$ cat config.mk
export PLATFORM = sky130hd
export DESIGN_NAME = match_move_driver
export DESIGN_NICKNAME = d
export VERILOG_FILES = /design/src/rtl/match_move_driver.sv
export SDC_FILE = /design/constraint.sdc
export NUM_CORES = 1
export LEC_CHECK = 0
export ABC_AREA = 1
export ABC_CLOCK_PERIOD_IN_PS = 2600
export CELL_PAD_IN_SITES_DETAIL_PLACEMENT = 0
export CELL_PAD_IN_SITES_GLOBAL_PLACEMENT = 1
export CORE_MARGIN = 3
export CORE_UTILIZATION = 40
export CTS_CLUSTER_DIAMETER = 60
export DETAILED_ROUTE_END_ITERATION = 8
export PLACE_DENSITY_LB_ADDON = 0.1
export RECOVER_POWER = 25
export SLEW_MARGIN = 5
export SYNTH_ARGS = -nofsm -noshare
export SYNTH_HDL_FRONTEND = slang
export SYNTH_SLANG_ARGS = --single-unit
$ cat constraint.sdc
create_clock -name CLK100MHZ -period 2.6 [get_ports CLK100MHZ]
set_input_delay 0.78 -clock CLK100MHZ [delete_from_list [all_inputs] [get_ports CLK100MHZ]]
set_output_delay 0.78 -clock CLK100MHZ [all_outputs]
set_load 0.1 [all_outputs]
$ cat src/rtl/match_move_driver.sv
// match_move_driver: replays a FIFO of signed moves into the candle game as timed SW/BTNC presses,
// stopping and flushing when the candle goes out or on abort.
module match_move_driver #(
    parameter int DEPTH          = 16,
    parameter int SETUP_CYCLES   = 4,
    parameter int PRESS_CYCLES   = 100,
    parameter int RELEASE_CYCLES = 100,
    parameter int SETTLE_CYCLES  = 10
) (
    input  logic                     CLK100MHZ,
    input  logic                     BTNR_N,
    input  logic                     load_valid,
    input  logic [3:0]               load_move,
    output logic                     load_ready,
    input  logic                     start,
    input  logic                     abort,
    input  logic [7:0]               LED,
    input  logic                     extinguish,
    output logic [3:0]               SW,
    output logic                     BTNC,
    output logic                     busy,
    output logic                     done,
    output logic                     extinguished,
    output logic [7:0]               moves_issued,
    output logic [7:0]               last_led,
    output logic [$clog2(DEPTH):0]   fifo_count
);
    localparam int AW = $clog2(DEPTH);
    localparam int FW = AW + 1;
    localparam int M1 = SETUP_CYCLES > PRESS_CYCLES ? SETUP_CYCLES : PRESS_CYCLES;
    localparam int M2 = RELEASE_CYCLES > SETTLE_CYCLES ? RELEASE_CYCLES : SETTLE_CYCLES;
    localparam int MAXC = M1 > M2 ? M1 : M2;
    localparam int CW = $clog2(MAXC + 1);
    localparam logic [FW-1:0] FULL = FW'(DEPTH);
    localparam logic [CW-1:0] L_SETUP = CW'(SETUP_CYCLES - 1);
    localparam logic [CW-1:0] L_PRESS = CW'(PRESS_CYCLES - 1);
    localparam logic [CW-1:0] L_REL = CW'(RELEASE_CYCLES - 1);
    localparam logic [CW-1:0] L_SET = CW'(SETTLE_CYCLES - 1);

    typedef enum logic [2:0] {IDLE, POP, SETUP, PRESS, RELEASE, SETTLE} state_t;

    state_t state, state_n;
    logic [CW-1:0] cnt;
    logic [3:0] mem [DEPTH];
    logic [AW-1:0] rd_ptr, wr_ptr;
    logic push, pop, flush, fin, go, enter_press, latch, pend, pend_set, last, stop, has_data;

    assign load_ready = fifo_count != FULL;
    assign push = load_valid && load_ready;
    assign has_data = fifo_count != '0;
    assign stop = abort || extinguish;
    assign BTNC = state == PRESS;
    assign busy = state != IDLE;
    assign last = state == SETUP ? cnt == L_SETUP :
                  state == PRESS ? cnt == L_PRESS :
                  state == RELEASE ? cnt == L_REL : cnt == L_SET;

    always_comb begin
        state_n = state;
        pop = 1'b0;
        flush = 1'b0;
        fin = 1'b0;
        go = 1'b0;
        enter_press = 1'b0;
        latch = 1'b0;
        pend_set = 1'b0;
        case (state)
            IDLE: begin
                flush = abort;
                go = start && !abort && has_data;
                fin = start && !abort && !has_data;
                state_n = go ? POP : IDLE;
            end
            POP: begin
                flush = stop;
                fin = stop;
                pop = !stop;
                state_n = stop ? IDLE : SETUP;
            end
            SETUP: begin
                flush = stop;
                fin = stop;
                enter_press = !stop && last;
                state_n = stop ? IDLE : last ? PRESS : SETUP;
            end
            PRESS: begin
                // a stop request during a press lets the press and its release finish
                pend_set = stop;
                state_n = last ? RELEASE : PRESS;
            end
            RELEASE: begin
                flush = (stop && !pend) || (last && pend);
                fin = flush;
                state_n = flush ? IDLE : last ? SETTLE : RELEASE;
            end
            SETTLE: begin
                flush = stop;
                latch = !stop && last;
                fin = stop || (last && !has_data);
                state_n = fin ? IDLE : last ? POP : SETTLE;
            end
            default: state_n = IDLE;
        endcase
    end

    always_ff @(posedge CLK100MHZ) begin
        if (!BTNR_N) begin
            state <= IDLE;
            cnt <= '0;
            pend <= 1'b0;
            rd_ptr <= '0;
            wr_ptr <= '0;
            fifo_count <= '0;
            SW <= 4'd0;
            done <= 1'b0;
            extinguished <= 1'b0;
            moves_issued <= 8'd0;
            last_led <= 8'd0;
        end else begin
            state <= state_n;
            cnt <= (state_n != state || state == IDLE) ? '0 : cnt + 1'b1;
            pend <= state_n == IDLE ? 1'b0 : pend | pend_set;
            done <= fin;
            extinguished <= go ? 1'b0 : extinguished | (busy & extinguish);
            moves_issued <= go ? 8'd0 : (enter_press && moves_issued != 8'hFF) ? moves_issued + 8'd1 : moves_issued;
            last_led <= latch ? LED : last_led;
            SW <= pop ? mem[rd_ptr] : state_n == IDLE ? 4'd0 : SW;
            if (flush) begin
                rd_ptr <= '0;
                wr_ptr <= '0;
                fifo_count <= '0;
            end else begin
                wr_ptr <= wr_ptr + AW'(push);
                rd_ptr <= rd_ptr + AW'(pop);
                fifo_count <= fifo_count + FW'(push) - FW'(pop);
            end
        end
    end

    always_ff @(posedge CLK100MHZ) begin
        if (push && !flush) mem[wr_ptr] <= load_move;
    end
endmodule
==> results.yml <==
status:
  status: "finished clean"
route:
  vias: 3671
  drc: 0
  post_drt_wl_per_cell_um: 14.27
  drtAntennaViolNets: 0
  drt-initial-drc-count: 253
  wl_um: 10590
  first_pass_iters: 5
  vias_per_cell: 4.947
floorplan:
  die_w_um: 116.8
  die_h_um: 116.8
  initial_utilization_pct: 41.93
  num_rows: 39
  core_area_mm2: 0.01171
  io_pins: 48
  dieArea_mm2: 0.01364
setup_path:
  crit_chain: "clkdlybuf4s50_1 -> nand2_1 -> ha_4 -> inv_2 -> ha_4 -> inv_2 -> fa_2 -> nor2_4 -> nor2_1 -> nor2_1 -> or3_1 -> a21oi_1"
  arrival_ps: 2710
  worstSetupPathType: "in -> reg"
  r2r_start: "fifo_count[2]"
  worstSetupStartpointType: "input pin"
  crit_fanout: 2
  startpoint: "load_valid"
  crit_path_top_delay_cell: "clkdlybuf4s50_1"
  endpoint: "fifo_count[4]"
  reg2reg_to: "fifo_count[4]"
  ff2ff_setup_slack_ps: 250
  end_kind: "flop"
  critPathMaxStageDelay_ps: 460
  rr_worst_depth: 14
  crit_required_ps: 2860
final_layout:
  final_nets: 626
  antenna_cells: 0
  drive_gt1_share_pct: 21.54
  fillCellCount: 1115
  syn_to_final_growth_pct: 23.67
  stdcell_count: 742
  final_cell_mix: "83 x nor2_1, 64 x edfxtp_1, 59 x buf_4"
  layout_commonest_cell: "nor2_1"
power:
  p_leak_uw: 0.002318
  cellPowerDensity_mw_per_mm2: 569.5
  peakVddDrop_mv: 0.2523
timing:
  max_freq_ghz: 0.4087
  worstMarginPinSlew_ps: 849.7
  drv_slew: 0
  setup_violations: 0
  rsz0062_at_grt: "no"
  slew_headroom_pct: 43.36
  min_period_ps: 2447
  setup_slack_ps: 153.3
  hold_ws_ps: 447.6
  tns_ps: 0
  clock-skew-final_ps: 6.532
  hold_viol: 0
  min_period_over_period_pct: 94.10
global_route:
  grtUsageTotal_pct: 16.79
  antenna_found_initial: 0
  gr-total-overflow: 0
  grt_pass1_wl_um: 17590
  grt_start_max_net_pins: 34
  grt_pass1_vias: 3590
clock_tree:
  cts_hold_buf: 0
  cts_tree: "done"
  clkSlewWorstSetupHoldPaths_ps: 70
  cts_inserted_buffers: 9
  htreeDepth: 3
  clock_latency_ps: 340
  root_buffer: "clkbuf_16"
  cts_num_sinks: 110
  clock_path_buffers: 2
synthesis:
  synth_ff_type: "edfxtp_1"
  ys_seq_area_share_pct: 57.89
  synth_seq_cells: 110
  avgSynthCellArea_um2: 9.517
  synth_cells: 516
  async_flop_share_pct: 0
  yosys_warnings: 0
  syn_area_mm2: 0.004911
  synth_fp_nets: 548
  synth_edf_count: 64
  synthDistinctLibCells: 34
place:
  dp_hpwl_um: 7849
  place_inst: 724
  gp_congestion: 0.8145
  place_ws_ps: -433.7
  port_buffers: 47
worst_hold_path:
  hp-class: "reg -> reg"
  min_path_cells: 2
flow_run:
  maxCapViolCount: 0
[final cells by class]
cell class,count,area (µm²),share of cell area (%)
inverters,66,250.2,4.120
clock inverters,6,61.31,1.009
clock buffers,10,239.0,3.935
well taps,143,178.9,2.946
repair buffers,81,669.4,11.02
flip-flops and latches,110,2859,47.07
multi-input cells,326,1815,29.89
[stage by stage]
stage	total power [µW]	util, %	area (µm²)
2_1_floorplan	2034	-	4960
3_3_place_gp	2134	49.01	5739
3_5_place_dp	2137	49.01	5739
4_1_cts	3497	51.59	6042
5_1_grt	3606	51.86	6073
6_report	3459	51.86	6073
[registers in the layout (all words and copies together), names as in the netlist, 3 cells and up]
register	cells
SW	4
cnt	7
fifo_count	5
last_led	8
mem	64
moves_issued	8
rd_ptr	4
state	3
wr_ptr	4
[cells by family (layout without fill, tap and decap cells)]
kind of cell,Yosys count,in the layout,share of synthesized area (%)
adders and majority gates,14,14,3.720
and+or+nand+nor,202,202,19.36
AOI/OAI and AO/OA,98,98,10.62
buffers and inverters,80,163,6.267
DFF,110,110,57.89
xor gates and xnor gates,12,12,2.140
[metal layers]
layer	up-vias	GRT usage, %	share of wire [%]
met5	-	0	0
met4	0	5.963	1.4
met3	10	3.239	5.1
met2	71	25.56	44
met1	1696	24.03	49
li1	1894	-	-
[report_power, final]
part,switching [µW],internal [µW],leakage [µW]
sequential,10.1,1850,0.000951
clock,592,769,0.000148
combinational,155,81.3,0.00122
[worst max-delay path: cells and delay by family]
kind            cells  cell delay, ps
fa+ha+maj           3             660
simple gates        5             610
buf+inv             3             540
compound gates      1             120
[Yosys cell counts, types with 6 or more instances]
cell      instances  share of area (%)
dfxtp_1          46                 19
inv_2             6               0.46
o22ai_1          13                1.7
ha_1             13                3.3
inv_1            59                4.5
a21oi_1          22                2.2
edfxtp_1         64                 39
xor2_1            8                1.4
a31oi_1           8                1.0
clkbuf_1         10               0.76
nor3_1            9               0.92
o21ai_0          50                5.1
nor2_1           85                6.5
nand3_1          18                1.8
nor2_2           12                1.5
nand2_1          51                3.9
[worst min-delay path by stage]
stage | startpoint | endpoint | slack, ps
6_report | last_led[3] | last_led[3] | 450
5_1_grt | last_led[5] | last_led[5] | 480
4_1_cts | last_led[3] | last_led[3] | 450
3_5_place_dp | last_led[3] | last_led[3] | 440
3_3_place_gp | last_led[3] | last_led[3] | 430
2_1_floorplan | cnt[0] | cnt[0] | 440
[repair_timing]
item / in CTS / in global routing
pin swaps: 1 / 5
setup endpoints to repair: 1 / 66
setup buffers: 0 / 2
gates resized for setup: 1 / 7
hold endpoints to repair: 0 / 0
Note: power is estimated with default switching activity, not from simulation.
==> RTL edit 1 (config.mk and constraints unchanged) <==
Add an input register stage for `BTNR_N`, without a reset; this delays it by one clock. The other inputs are not delayed to match.
--- a/src/rtl/match_move_driver.sv
+++ b/src/rtl/match_move_driver.sv
@@ -38,6 +38,12 @@
     localparam logic [CW-1:0] L_SET = CW'(SETTLE_CYCLES - 1);
 
     typedef enum logic [2:0] {IDLE, POP, SETUP, PRESS, RELEASE, SETTLE} state_t;
+
+    logic BTNR_N_q;
+
+    always_ff @(posedge CLK100MHZ) begin
+        BTNR_N_q <= BTNR_N;
+    end
 
     state_t state, state_n;
     logic [CW-1:0] cnt;
@@ -104,7 +110,7 @@
     end
 
     always_ff @(posedge CLK100MHZ) begin
-        if (!BTNR_N) begin
+        if (!BTNR_N_q) begin
             state <= IDLE;
             cnt <= '0;
             pend <= 1'b0;
Function: changed (Yosys sat finds a counterexample within 4 cycles, from zero or initial values).
==> RTL edit 1 against the unedited design <==
Via count down 0.22%; sequential cell count up 1; global-route usage up 0.66 points; cell area up 0.52%; critical path depth up 1; final cell count down 1.5%; setup slack better by 0.010 ns; wire length up 5.9%; register-to-register slack worse by 0.04 ns; total power down 1.3%; area after synthesis up 0.36%; largest cell class unchanged; highest routed layer unchanged.
==> RTL edit 1: results <==
outcome:
  status: "finished, final reports clean"
yosys:
  seq_area_frac_synth_pct: 58.1
  synthXorXnorAreaFrac_pct: 2.84
  ys.flop_type: "edfxtp_1"
  async_flop_share_pct: 0
  synth_compound_area_share_pct: 10.1
  synth-adder-area-share_pct: 3.71
  syn_nets: 545
  synth_cells: 513
  netlist_top_cells_count: "92 x nor2_1, 64 x edfxtp_1, 55 x inv_1, 49 x nand2_1, 48 x o21ai_0"
  ys_top_cells_by_area: "edfxtp_1 39%, dfxtp_1 19%, nor2_1 7.0%"
  synth_top_cell_area_share_pct: 39.0
  ys_types: 32
setup_path:
  cp.arrival_ns: 2.68
  cp_slowest_stage_delay_ns: 0.47
cts:
  postCtsSetupBuffers: 0
  cts_resized: 4
  clkLatencyLatePin_ns: 0.35
final_layout:
  drive_gt1_share_pct: 23.8
  finalNetCount: 615
  fill_cells: 1084
power:
  leakagePower_uw: 0.00227
  irDropWorstVdd_uv: 259
sta:
  slew_headroom_pct: 42.9
  skew_ns: 0.00777
global_route:
  grt_pass1_wl_um: 18200
  antenna_found_initial: 0
  grtUsageTotal_pct: 17.4
placement:
  place_congestion: 0.846
  place_ws_ns: -0.451
  dpl.hpwl_um: 8100
  place_area_um2: 5790
  dp_cells: 714
route:
  vias: 3663
  drtIter0Drc: 236
  routed_wl_um: 11200
  vias_per_cell: 5.01
## RTL edit 1: cell types whose count changed after synthesis, sizes merged, moves of 2 or more
cell	unedited run	this run
nor2	99	107
inv	65	60
o21ai	53	49
xnor2	4	7
a21oi	22	20
nor3	12	10
## RTL edit 1: worst paths after layout
path	from	end	slack, ns	cells past startpoint
worst min-delay path	last_led[5]	last_led[5]	0.44	2
worst max-delay path	load_valid	fifo_count[4]	0.16	13
worst min register to register	last_led[5]	last_led[5]	0.44	2
worst max register to register	fifo_count[2]	fifo_count[4]	0.21	15
## RTL edit 1: area by class of cell
cell class	instances	area [um^2]	share of cell area, %
multi-input cells	328	1920	31.4
well taps	143	179	2.93
clock buffers	10	229	3.75
flip-flops and latches	111	2880	47.2
clock inverters	6	51.3	0.840
inverters	60	228	3.73
repair buffers	73	617	10.1
## RTL edit 1: logic make-up after synthesis
family | after synthesis
flip-flops | 111
AND/OR/NAND/NOR | 206
buffers and inverters | 74
adder cells (fa/ha/maj) | 14
AO/OA/AOI/OAI | 92
XOR/XNOR | 16
## RTL edit 1: per-layer routing
metal	global-route usage [%]	wire length (um)	vias up
met5	0	0	-
met3	2.62	373	11
met4	7.19	145	0
li1	-	-	1867
met2	27.7	5400	75
met1	24.0	5300	1710
## RTL edit 1: report_power, final
part	internal [uW]	switching, uW	total [uW]
sequential	1870	13.0	1880
combinational	78.3	156	234
clock	668	633	1300
## RTL edit 1: worst reg2reg max path, stage by stage (launching register included)
cell and delay (ns):
dfxtp_4 0.36, inv_4 0.07, ha_4 0.12, nand4_1 0.23, nand2_2 0.20, ha_4 0.22, inv_2 0.06, ha_4 0.12
inv_2 0.03, fa_2 0.38, nor2_4 0.12, nor2_1 0.05, nor2_1 0.09, nor2_1 0.05, xor2_1 0.13, nor2_1 0.06
==> RTL edit 2 (same settings) <==
Without the edit above. `SETTLE_CYCLES`: 10 -> 9.
--- a/src/rtl/match_move_driver.sv
+++ b/src/rtl/match_move_driver.sv
@@ -5,7 +5,7 @@
     parameter int SETUP_CYCLES   = 4,
     parameter int PRESS_CYCLES   = 100,
     parameter int RELEASE_CYCLES = 100,
-    parameter int SETTLE_CYCLES  = 10
+    parameter int SETTLE_CYCLES  = 9
 ) (
     input  logic                     CLK100MHZ,
     input  logic                     BTNR_N,
Check against the original RTL: same outputs for any inputs over 10 cycles, from zero or initial values; that may be too few to reach the edited logic, so the function may still have changed.
==> RTL edit 2 against the unedited design <==
Wire length up 0.70%; area after synthesis shrank 0.25%; register-to-register slack improved by 0.04 ns; setup slack better by 0.0068 ns; total power down 0.38%; cell area decreased by 0.41%; global-route usage is 0.28 points higher; sequential cell count unchanged; critical path type unchanged.
==> RTL edit 2: results <==
outcome:
  status: "finished, final reports clean"
global_route:
  grt_max_degree: 33
  first_global_vias: 3643
  grt_pass1_wl_um: 18000
  antenna_found_initial: 0
  grtUsageTotal_pct: 17.1
yosys:
  syn_avg_cell_area_um2: 9.53
  seq_area_frac_synth_pct: 58.0
  netlist_top_cells_count: "92 x nor2_1, 64 x edfxtp_1, 64 x inv_1, 51 x o21ai_0, 49 x nand2_1"
  ys_types: 37
  ys_top_cells_by_area: "edfxtp_1 39%, dfxtp_1 19%, nor2_1 7.0%"
  synth_warnings: 0
route:
  vias_per_cell: 4.95
  met1_length_um: 5410
  dr_wl_met2_um: 4670
  vias: 3667
  drtIter0Drc: 241
  wl_met3_um: 453
  routed_wl_um: 10700
final_layout:
  n_antenna_cell: 0
  finalNetCount: 625
  drive_gt1_share_pct: 19.7
  fill_cells: 1117
setup_path:
  ff2ff_path_depth: 14
  cp.arrival_ns: 2.70
power:
  leakagePower_uw: 0.00235
  irDropWorstVdd_uv: 318
sta:
  skew_ns: 0.00945
  worst_pin_slew_ns: 0.648
placement:
  place_congestion: 0.835
  place_area_um2: 5750
  dpl.hpwl_um: 7860
  dp_cells: 725
  place_ws_ns: -0.399
cts:
  clkLatencyLatePin_ns: 0.34
worst_hold_path:
  hold_depth: 2
RTL edit 2: changes by cell type in the layout (fill, tap and decap cells not counted), moves of 2 or more:
cell      unedited run  this run
inv_2               11         8
clkinv_4             1         3
o221a_2              0         2
a31oi_1              8         5
nor2_4               4         2
clkinv_2             3         0
nand3_1             18        22
inv_1               53        58
o21ai_1              4         1
nor2_2              12         5
nor2_1              83        90
nand2_1             51        49
o22ai_1             13        11
o21ai_0             49        51
RTL edit 2: metal layers:
metal  track usage, %  vias up
met1             24.3     1685
met4             5.73        0
li1                 -     1900
met5                0        -
met3             3.63       12
met2             26.0       70
RTL edit 2: cell type report:
| type | count | area [um^2] | share of cell area [%] |
|---|---|---|---|
| Multi-Input combinational cell | 325 | 1790 | 29.6 |
| Inverter | 67 | 254 | 4.20 |
| Timing Repair Buffer | 80 | 669 | 11.1 |
| Clock inverter | 5 | 60.1 | 0.993 |
| Sequential cell | 110 | 2860 | 47.3 |
| Clock buffer | 11 | 233 | 3.85 |
| Tap cell | 143 | 179 | 2.96 |
RTL edit 2: path summary, 6_finish.rpt:
kind,startpoint,slack (ns),endpoint
worst max-delay path,load_valid,0.16,fifo_count[4]
worst min-delay path,last_led[6],0.45,last_led[6]
worst max register to register,fifo_count[3],0.29,fifo_count[4]
worst min register to register,last_led[6],0.45,last_led[6]
RTL edit 2: logic make-up after synthesis:
logic type / count (synthesis) / share of synthesized area [%]
simple gates: 203 / 19.2
flops: 110 / 58.0
xor+xnor: 12 / 2.15
compound gates: 96 / 10.7
fa+ha+maj: 14 / 3.73
buf+inv: 79 / 6.16
RTL edit 2: what timing repair did:
action	4_1_cts	5_1_grt
endpoints found under the setup margin	1	65
gates resized for setup	1	4
pin swaps	0	5
RTL edit 2: report_power, final:
group	switching, uW	internal [uW]
clock	600	750
combinational	154	80.6
sequential	10.4	1850
